===== src/rtl/scan_sequencer.sv =====
// scan_sequencer: steps a 4-way decoder select through masked channels with blanking and dwell
module scan_sequencer #(
  parameter int DWELL_W      = 8,
  parameter int BLANK_CYCLES = 2
) (
  input  logic               clk,
  input  logic               rst,
  input  logic               start,
  input  logic               stop,
  input  logic [DWELL_W-1:0] dwell,
  input  logic [3:0]         chan_mask,
  output logic [1:0]         sel,
  output logic               enable,
  output logic               busy,
  output logic               frame_done
);
  localparam int BW = BLANK_CYCLES > 1 ? $clog2(BLANK_CYCLES) : 1;
  localparam bit NO_BLANK = BLANK_CYCLES == 0;
  typedef enum logic [1:0] {IDLE, BLANK, ACTIVE} state_t;
  state_t             state_q;
  logic [1:0]         sel_q;
  logic               enable_q, busy_q, frame_done_q, stop_q;
  logic [3:0]         mask_q;
  logic [DWELL_W-1:0] dwell_q, cnt_q;
  logic [BW-1:0]      bcnt_q;
  logic [1:0]         next_sel_d;
  logic               has_next_d;
  function automatic logic [1:0] lowest(input logic [3:0] m);
    lowest = 2'd0;
    for (int i = 3; i >= 0; i--) if (m[i]) lowest = 2'(i);
  endfunction
  // Next set mask bit strictly above the current channel; absence marks the frame end
  always_comb begin
    has_next_d = 1'b0;
    next_sel_d = lowest(mask_q);
    for (int i = 3; i >= 0; i--)
      if (mask_q[i] && 2'(i) > sel_q) begin
        has_next_d = 1'b1;
        next_sel_d = 2'(i);
      end
  end
  // Scan FSM; every output is a register so the decoder never sees input-driven glitches
  always_ff @(posedge clk or posedge rst) begin
    if (rst) begin
      state_q      <= IDLE;
      sel_q        <= 2'd0;
      enable_q     <= 1'b0;
      busy_q       <= 1'b0;
      frame_done_q <= 1'b0;
      stop_q       <= 1'b0;
      mask_q       <= 4'd0;
      dwell_q      <= '0;
      cnt_q        <= '0;
      bcnt_q       <= '0;
    end else begin
      frame_done_q <= 1'b0;
      if (state_q != IDLE && stop) stop_q <= 1'b1;
      case (state_q)
        IDLE:
          if (start && chan_mask != 4'd0) begin
            mask_q   <= chan_mask;
            dwell_q  <= dwell == '0 ? DWELL_W'(1) : dwell;
            sel_q    <= lowest(chan_mask);
            state_q  <= NO_BLANK ? ACTIVE : BLANK;
            enable_q <= NO_BLANK;
            busy_q   <= 1'b1;
            bcnt_q   <= '0;
            cnt_q    <= '0;
          end
        BLANK:
          if (bcnt_q == BW'(BLANK_CYCLES - 1)) begin
            state_q  <= ACTIVE;
            enable_q <= 1'b1;
            cnt_q    <= '0;
          end else bcnt_q <= bcnt_q + BW'(1);
        ACTIVE:
          if (cnt_q == dwell_q - DWELL_W'(1)) begin
            if (has_next_d) begin
              sel_q    <= next_sel_d;
              state_q  <= NO_BLANK ? ACTIVE : BLANK;
              enable_q <= NO_BLANK;
              bcnt_q   <= '0;
              cnt_q    <= '0;
            end else begin
              frame_done_q <= 1'b1;
              if (stop_q || stop || chan_mask == 4'd0) begin
                state_q  <= IDLE;
                enable_q <= 1'b0;
                busy_q   <= 1'b0;
                stop_q   <= 1'b0;
              end else begin
                mask_q   <= chan_mask;
                dwell_q  <= dwell == '0 ? DWELL_W'(1) : dwell;
                sel_q    <= lowest(chan_mask);
                state_q  <= NO_BLANK ? ACTIVE : BLANK;
                enable_q <= NO_BLANK;
                bcnt_q   <= '0;
                cnt_q    <= '0;
              end
            end
          end else cnt_q <= cnt_q + DWELL_W'(1);
        default: state_q <= IDLE;
      endcase
    end
  end
  assign sel        = sel_q;
  assign enable     = enable_q;
  assign busy       = busy_q;
  assign frame_done = frame_done_q;
endmodule

===== config.mk =====
export PLATFORM = sky130hd
export DESIGN_NAME = scan_sequencer
export DESIGN_NICKNAME = d
export VERILOG_FILES = /design/src/rtl/scan_sequencer.sv
export SDC_FILE = /design/constraint.sdc
export NUM_CORES = 1
export LEC_CHECK = 0
export BUFFER_PORTS_ARGS = -buffer_cell sky130_fd_sc_hd__buf_2
export CORE_MARGIN = 1
export CORE_UTILIZATION = 51
export DETAILED_ROUTE_END_ITERATION = 6
export PLACE_DENSITY = 0.74
export SKIP_CTS_REPAIR_TIMING = 1
export SLEW_MARGIN = 0
export SYNTH_ARGS = -nofsm -noshare
export SYNTH_HDL_FRONTEND = slang
export SYNTH_SLANG_ARGS = --single-unit

===== constraint.sdc =====
create_clock -name clk -period 2.4 [get_ports clk]
set_clock_uncertainty 0.2 [all_clocks]
set_input_delay 0.72 -clock clk [delete_from_list [all_inputs] [get_ports clk]]
set_output_delay 0.72 -clock clk [all_outputs]
set_load 0.01 [all_outputs]

==> metrics.yaml, run 1 <==
timing:
  hold_ws_ps: 224.5
  setup_viol: 14
  max_slew_margin_pct: 72.36
  setup_slack_ps: -68.37
  maxClockFrequency_mhz: 405.1
  min_period_over_period_pct: 102.8
  rsz0062_at_grt: "yes"
  final_max_slew_viol_count: 0
  period_needed_ps: 2468
  finalHoldViolations: 0
  worst_pin_slew_ps: 414.6
yosys:
  synth.avg_cell_area_um2: 9.506
  ys_seq_area_share_pct: 41.18
  syn_nets: 197
  synth_cell_types: 50
  ys_seq_elements: 28
  netlist_instances: 179
  synth-edff-count: 0
  async_reset_ff_share_pct: 100.0
  yosysWarningCount: 0
  synth_area_um2: 1702
  dominantRegCellSynth: "dfrtp_1"
clocking:
  htree_num_levels: 1
  cts.sinks: 28
  clkTransAtPathRegs_ps: 160
  cts-root-buf: "clkbuf_4"
  cts_tree: "built"
  cts_made_buffers: 3
  clock_latency_ps: 330
  clk_path_buf_depth: 2
routing:
  via_per_inst: 5.766
  drt-initial-drc-count: 54
  num_vias: 1528
  ant_nets: 0
  drc_errors: 0
  wl_mm: 4.379
  firstDrtPassIters: 4
  wl_per_cell_um: 16.52
final_layout:
  n_fill_cell: 257
  final_common_cell: "dfrtp_1"
  area_growth_pct: 29.12
  final_cell_mix: "dfrtp_1 (28), buf_2 (20), nor2_1 (17), buf_4 (17), inv_1 (13)"
  drive_above_1_share_pct: 35.75
  layout.nets: 240
  antenna_cells: 0
  utilization_pct: 70.81
global_routing:
  grt_pass1_vias: 1493
  grt_pass1_wl_mm: 6.520
  antenna_found_initial: 0
  grt_remaining_overflow: 0
  grt_max_degree: 29
  grt.total_usage_pct: 24.34
hold_path:
  hold_class: "primary input to async pin"
status:
  violations: "negative setup slack"
  outcome: "complete, but fails checks"
power_and_ir_drop:
  power_mw: 2.689
  vdd_drop_max_v: 0.0006625
  power.density_nw_per_um2: 1224
  p_leak_nw: 0.9870
job:
  max_cap_violations: 0
die:
  ios: 21
  design.die.area_um2: 3571
  die_h_um: 59.76
  coreArea_um2: 3103
  die_w_um: 59.76
  rows: 20
  start_util_pct: 54.84
setup_path:
  cp-end-kind: "register"
  critPathLaunchType: "register"
  critPathRequiredTime_ps: 2440
  critPathKind: "register to register"
  cp.arrival_ps: 2510
  cp_max_fo: 6
place:
  io_buffers: 20
  gp_congestion: 0.8386
  place_hpwl_mm: 2.837
[flip-flops by register name, indices dropped and copies added, names as in the netlist]
| register | flops |
|---|---|
| enable | 1 |
| bcnt_q | 1 |
| mask_q | 3 |
| dwell_q | 8 |
| cnt_q | 8 |
| stop_q | 1 |
| sel | 2 |
| busy | 1 |
| state_q | 2 |
| frame_done | 1 |
[worst max-delay path, cell delays in order, from the launching register on]
cell and delay, ps:
dfrtp_1 420, or4_4 580, nor2_4 100, nand4b_1 100, and3_4 230, nor3_4 180, o21a_4 240, mux2_4 320
[cells by family after synthesis]
family / synth area share, %
XOR/XNOR: 4.633
flip-flops: 41.18
AO/OA/AOI/OAI: 17.43
AND/OR/NAND/NOR: 20.08
adder cells (fa/ha/maj): 1.470
multiplexers: 9.926
buffers and inverters: 5.294
[final cells by class]
| cell class | count | area [µm²] | share of cell area, % |
|---|---|---|---|
| inverters | 14 | 52.55 | 2.392 |
| well taps | 44 | 55.05 | 2.506 |
| multi-input cells | 132 | 1057 | 48.12 |
| flip-flops and latches | 28 | 700.7 | 31.89 |
| clock buffers | 4 | 36.28 | 1.651 |
| repair buffers | 43 | 295.3 | 13.44 |
[power by group]
part | internal (mW) | switching, mW
Combinational | 0.831 | 0.762
Clock | 0.0929 | 0.142
Sequential | 0.647 | 0.214
[cells in the mapped netlist (5+ instances only)]
cell | instances | area, µm²
inv_1 | 14 | 52.55
nand3_1 | 5 | 25.02
nor2_1 | 19 | 71.32
a21oi_1 | 11 | 55.05
xnor2_1 | 8 | 70.07
mux2_4 | 7 | 105.1
dfrtp_1 | 28 | 700.7
nand2_1 | 12 | 45.04
nor3_1 | 6 | 30.03
[stage by stage]
| stage | std cells | TNS, ps | setup WS, ps | instance area (µm²) |
|---|---|---|---|---|
| 6_report | 265 | -506.9 | -68.37 | 2197 |
| 5_1_grt | 265 | -1799 | -136.6 | 2197 |
| 4_1_cts | 257 | -1973 | -171.0 | 1976 |
| 3_5_place_dp | 253 | -1432 | -140.1 | 1939 |
| 3_3_place_gp | 253 | -36.89 | -18.19 | 1939 |
| 2_1_floorplan | 179 | 0 | 29.10 | 1702 |
[path summary, 6_finish.rpt]
check / start / to / slack (ps) / cells after the start
max: dwell_q[2] / dwell_q[6] / -70 / 7
min in group clk: mask_q[2] / mask_q[2] / 360 / 2
min: rst / mask_q[3] / 220 / 3
min reg2reg: mask_q[2] / mask_q[2] / 360 / 2
max reg2reg: dwell_q[2] / dwell_q[6] / -70 / 7
max in group asynchronous: rst / cnt_q[7] / 1500 / 3
[per-layer routing]
layer  up-vias  track usage (%)  share of wire [%]
li1        728                -                  -
met1       763            29.89                 41
met2        33            43.97                 55
met3         4            2.165                3.1
met4         0            8.970               0.84
met5         -                0                  0
Note: power is estimated with default switching activity, not from simulation.
==> inputs of run 2 (changes only) <==
--- a/config.mk
+++ b/config.mk
@@ -8,8 +8,11 @@
 export BUFFER_PORTS_ARGS = -buffer_cell sky130_fd_sc_hd__buf_2
 export CORE_MARGIN = 1
 export CORE_UTILIZATION = 51
+export CTS_CLUSTER_DIAMETER = 150
 export DETAILED_ROUTE_END_ITERATION = 6
+export MAX_ROUTING_LAYER = met4
 export PLACE_DENSITY = 0.74
+export SETUP_SLACK_MARGIN = 0.2
 export SKIP_CTS_REPAIR_TIMING = 1
 export SLEW_MARGIN = 0
 export SYNTH_ARGS = -nofsm -noshare
==> metrics.yaml, run 2 (synthesis gave the netlist of run 1 again) <==
routing:
  drc_errors: 0  # unchanged
  wl_per_cell_um: 15.10  # -8.6%
  highest_layer: "met4"
  drt-initial-drc-count: 60  # +11%
  firstDrtPassIters: 4  # unchanged
  met3_length_um: 102  # -26%
  wl_mm: 3.955  # -9.7%
  wl_met1_mm: 1.686  # -7.2%
  num_vias: 1473  # -3.6%
  met2WireLength_mm: 2.069  # -13%
  ant_nets: 0  # unchanged
  via_per_inst: 5.622  # -2.5%
die:
  coreArea_um2: 3103  # unchanged
  ios: 21  # unchanged
  die_h_um: 59.76  # unchanged
  rows: 20  # unchanged
  start_util_pct: 54.84  # unchanged
  die_w_um: 59.76  # unchanged
  design.die.area_um2: 3571  # unchanged
setup_path:
  cp.arrival_ps: 2470  # -40 ps
  max_stage_delay_ps: 450  # -130 ps
  r2r_cells: 9  # +2
  cp_max_fo: 6  # unchanged
  r2r_slack_ps: -60  # about the same
  critPathLaunchType: "register"
  cp_slowest_cell: "dfrtp_1"
  rr_endpoint: "dwell_q[5]"
  critPathKind: "register to register"
  critPathRequiredTime_ps: 2420  # -20 ps
  crit_chain: "inv_2 > ha_4 > xnor2_2 > a211oi_2 > nand4_1 > buf_6 > nor3_4 > o21a_4 > mux2_4"
  cp-end-kind: "register"
  r2r_start: "dwell_q[0]"
clocking:
  cts-root-buf: "clkbuf_4"
  clk_path_buf_depth: 2  # unchanged
  clock_latency_ps: 320  # about the same
  cts.sinks: 28  # unchanged
  cts_tree: "built"
  htree_num_levels: 1  # unchanged
  cts_made_buffers: 3  # unchanged
  clkTransAtPathRegs_ps: 140  # -20 ps
timing:
  setup_slack_ps: -58.71  # +9.654 ps
  setup_viol: 15  # +1
  final_max_slew_viol_count: 0  # unchanged
  finalHoldViolations: 0  # unchanged
  worst_pin_slew_ps: 420.0  # +5.421 ps
  rsz0062_at_grt: "yes"
  maxClockFrequency_mhz: 406.7  # +0.39%
  min_period_over_period_pct: 102.4  # -0.40 points
  period_needed_ps: 2459  # -9.654 ps
  max_slew_margin_pct: 72.00  # -0.36 points
  finalSetupTns_ps: -555.1  # -48.28 ps
power_and_ir_drop:
  p_int_mw: 1.558  # -0.84%
  vdd_drop_max_v: 0.0006577  # -0.72%
  p_switching_mw: 1.080  # -3.4%
  share_seq_of_total_power_pct: 33.1  # +1.1 points
  swShare_pct: 40.93  # -0.63 points
  p_leak_nw: 0.9731  # -1.4%
  pwr-share-clk_pct: 8.4  # -0.3 points
  p_comb_share_pct: 58.5  # -0.7 points
  power_mw: 2.638  # -1.9%
  power.density_nw_per_um2: 1207  # -1.4%
global_routing:
  grt_pass1_wl_mm: 6.465  # -0.84%
  grt_remaining_overflow: 0  # unchanged
  grt.total_usage_pct: 25.00  # +0.66 points
  antenna_found_initial: 0  # unchanged
  grt_max_degree: 29  # unchanged
  grt_pass1_vias: 1551  # +3.9%
final_layout:
  finish.instance_area_um2: 2186  # -0.51%
  area_growth_pct: 28.46
  utilization_pct: 70.44  # -0.36 points
  final_cell_mix: "dfrtp_1 (28), buf_2 (20), nor2_1 (17)"
  antenna_cells: 0  # unchanged
  n_fill_cell: 237  # -7.8%
  final_common_cell: "dfrtp_1"
  reg_top3: "cnt_q x8, dwell_q x8, mask_q x3"
  drive_above_1_share_pct: 35.32  # -0.43 points
  fin_cells: 262  # -1.1%
  layout.nets: 237  # -1.3%
job:
  max_cap_violations: 0  # unchanged
status:
  violations: "negative setup slack"
  outcome: "complete, but fails checks"
place:
  post_dp_cell_area_um2: 1942  # +0.13%
  place_hpwl_mm: 2.849  # +0.41%
  dp.cells: 253  # unchanged
  io_buffers: 20  # unchanged
  gp_congestion: 0.8974  # +7.0%
hold_path:
  hold_class: "primary input to async pin"
run 2: critical path, delay by kind of cell (launching register included):
kind            cells  cell delay [ps]
flops               1              450
compound gates      2              440
simple gates        2              370
mux                 1              310
buf+inv             2              250
fa+ha+maj           1              200
xor+xnor            1              130
run 2: how the worst max path moves through the flow:
stage / start / to / slack, ps
global route: dwell_q[1] / cnt_q[3] / -140
detailed placement: dwell_q[0] / mask_q[3] / -110
floorplan: dwell_q[1] / dwell_q[1] / 40
global placement: dwell_q[0] / dwell_q[7] / -20
CTS: dwell_q[0] / mask_q[2] / -130
finish: dwell_q[0] / dwell_q[5] / -60
run 2: metrics by stage:
stage	setup WS (ps)	hold slack, ps
3_5_place_dp	-110.4	315.1
5_1_grt	-141.0	267.3
2_1_floorplan	43.55	279.5
3_3_place_gp	-21.05	307.7
4_1_cts	-133.4	231.6
6_report	-58.71	239.7
run 2: area by class of cell:
type	instances	area (µm²)	share of cell area, %
flip-flops and latches	28	700.7	32.05
inverters	14	52.55	2.404
clock buffers	4	36.28	1.660
repair buffers	40	276.5	12.65
well taps	44	55.05	2.519
multi-input cells	132	1065	48.71
run 2: metal layers:
metal	up-vias	global-route usage (%)
met5	-	-
met4	0	13.62
met3	12	2.381
met2	34	44.60
met1	704	27.10
li1	723	-
run 2: power groups by stage:
stage | logic, mW | registers, mW | clock network (mW)
floorplan | 0.902 | 0.803 | 0
global placement | 1.15 | 0.849 | 0
detailed placement | 1.21 | 0.861 | 0
CTS | 1.21 | 0.852 | 0.236
global route | 1.67 | 0.900 | 0.252
finish | 1.54 | 0.873 | 0.222
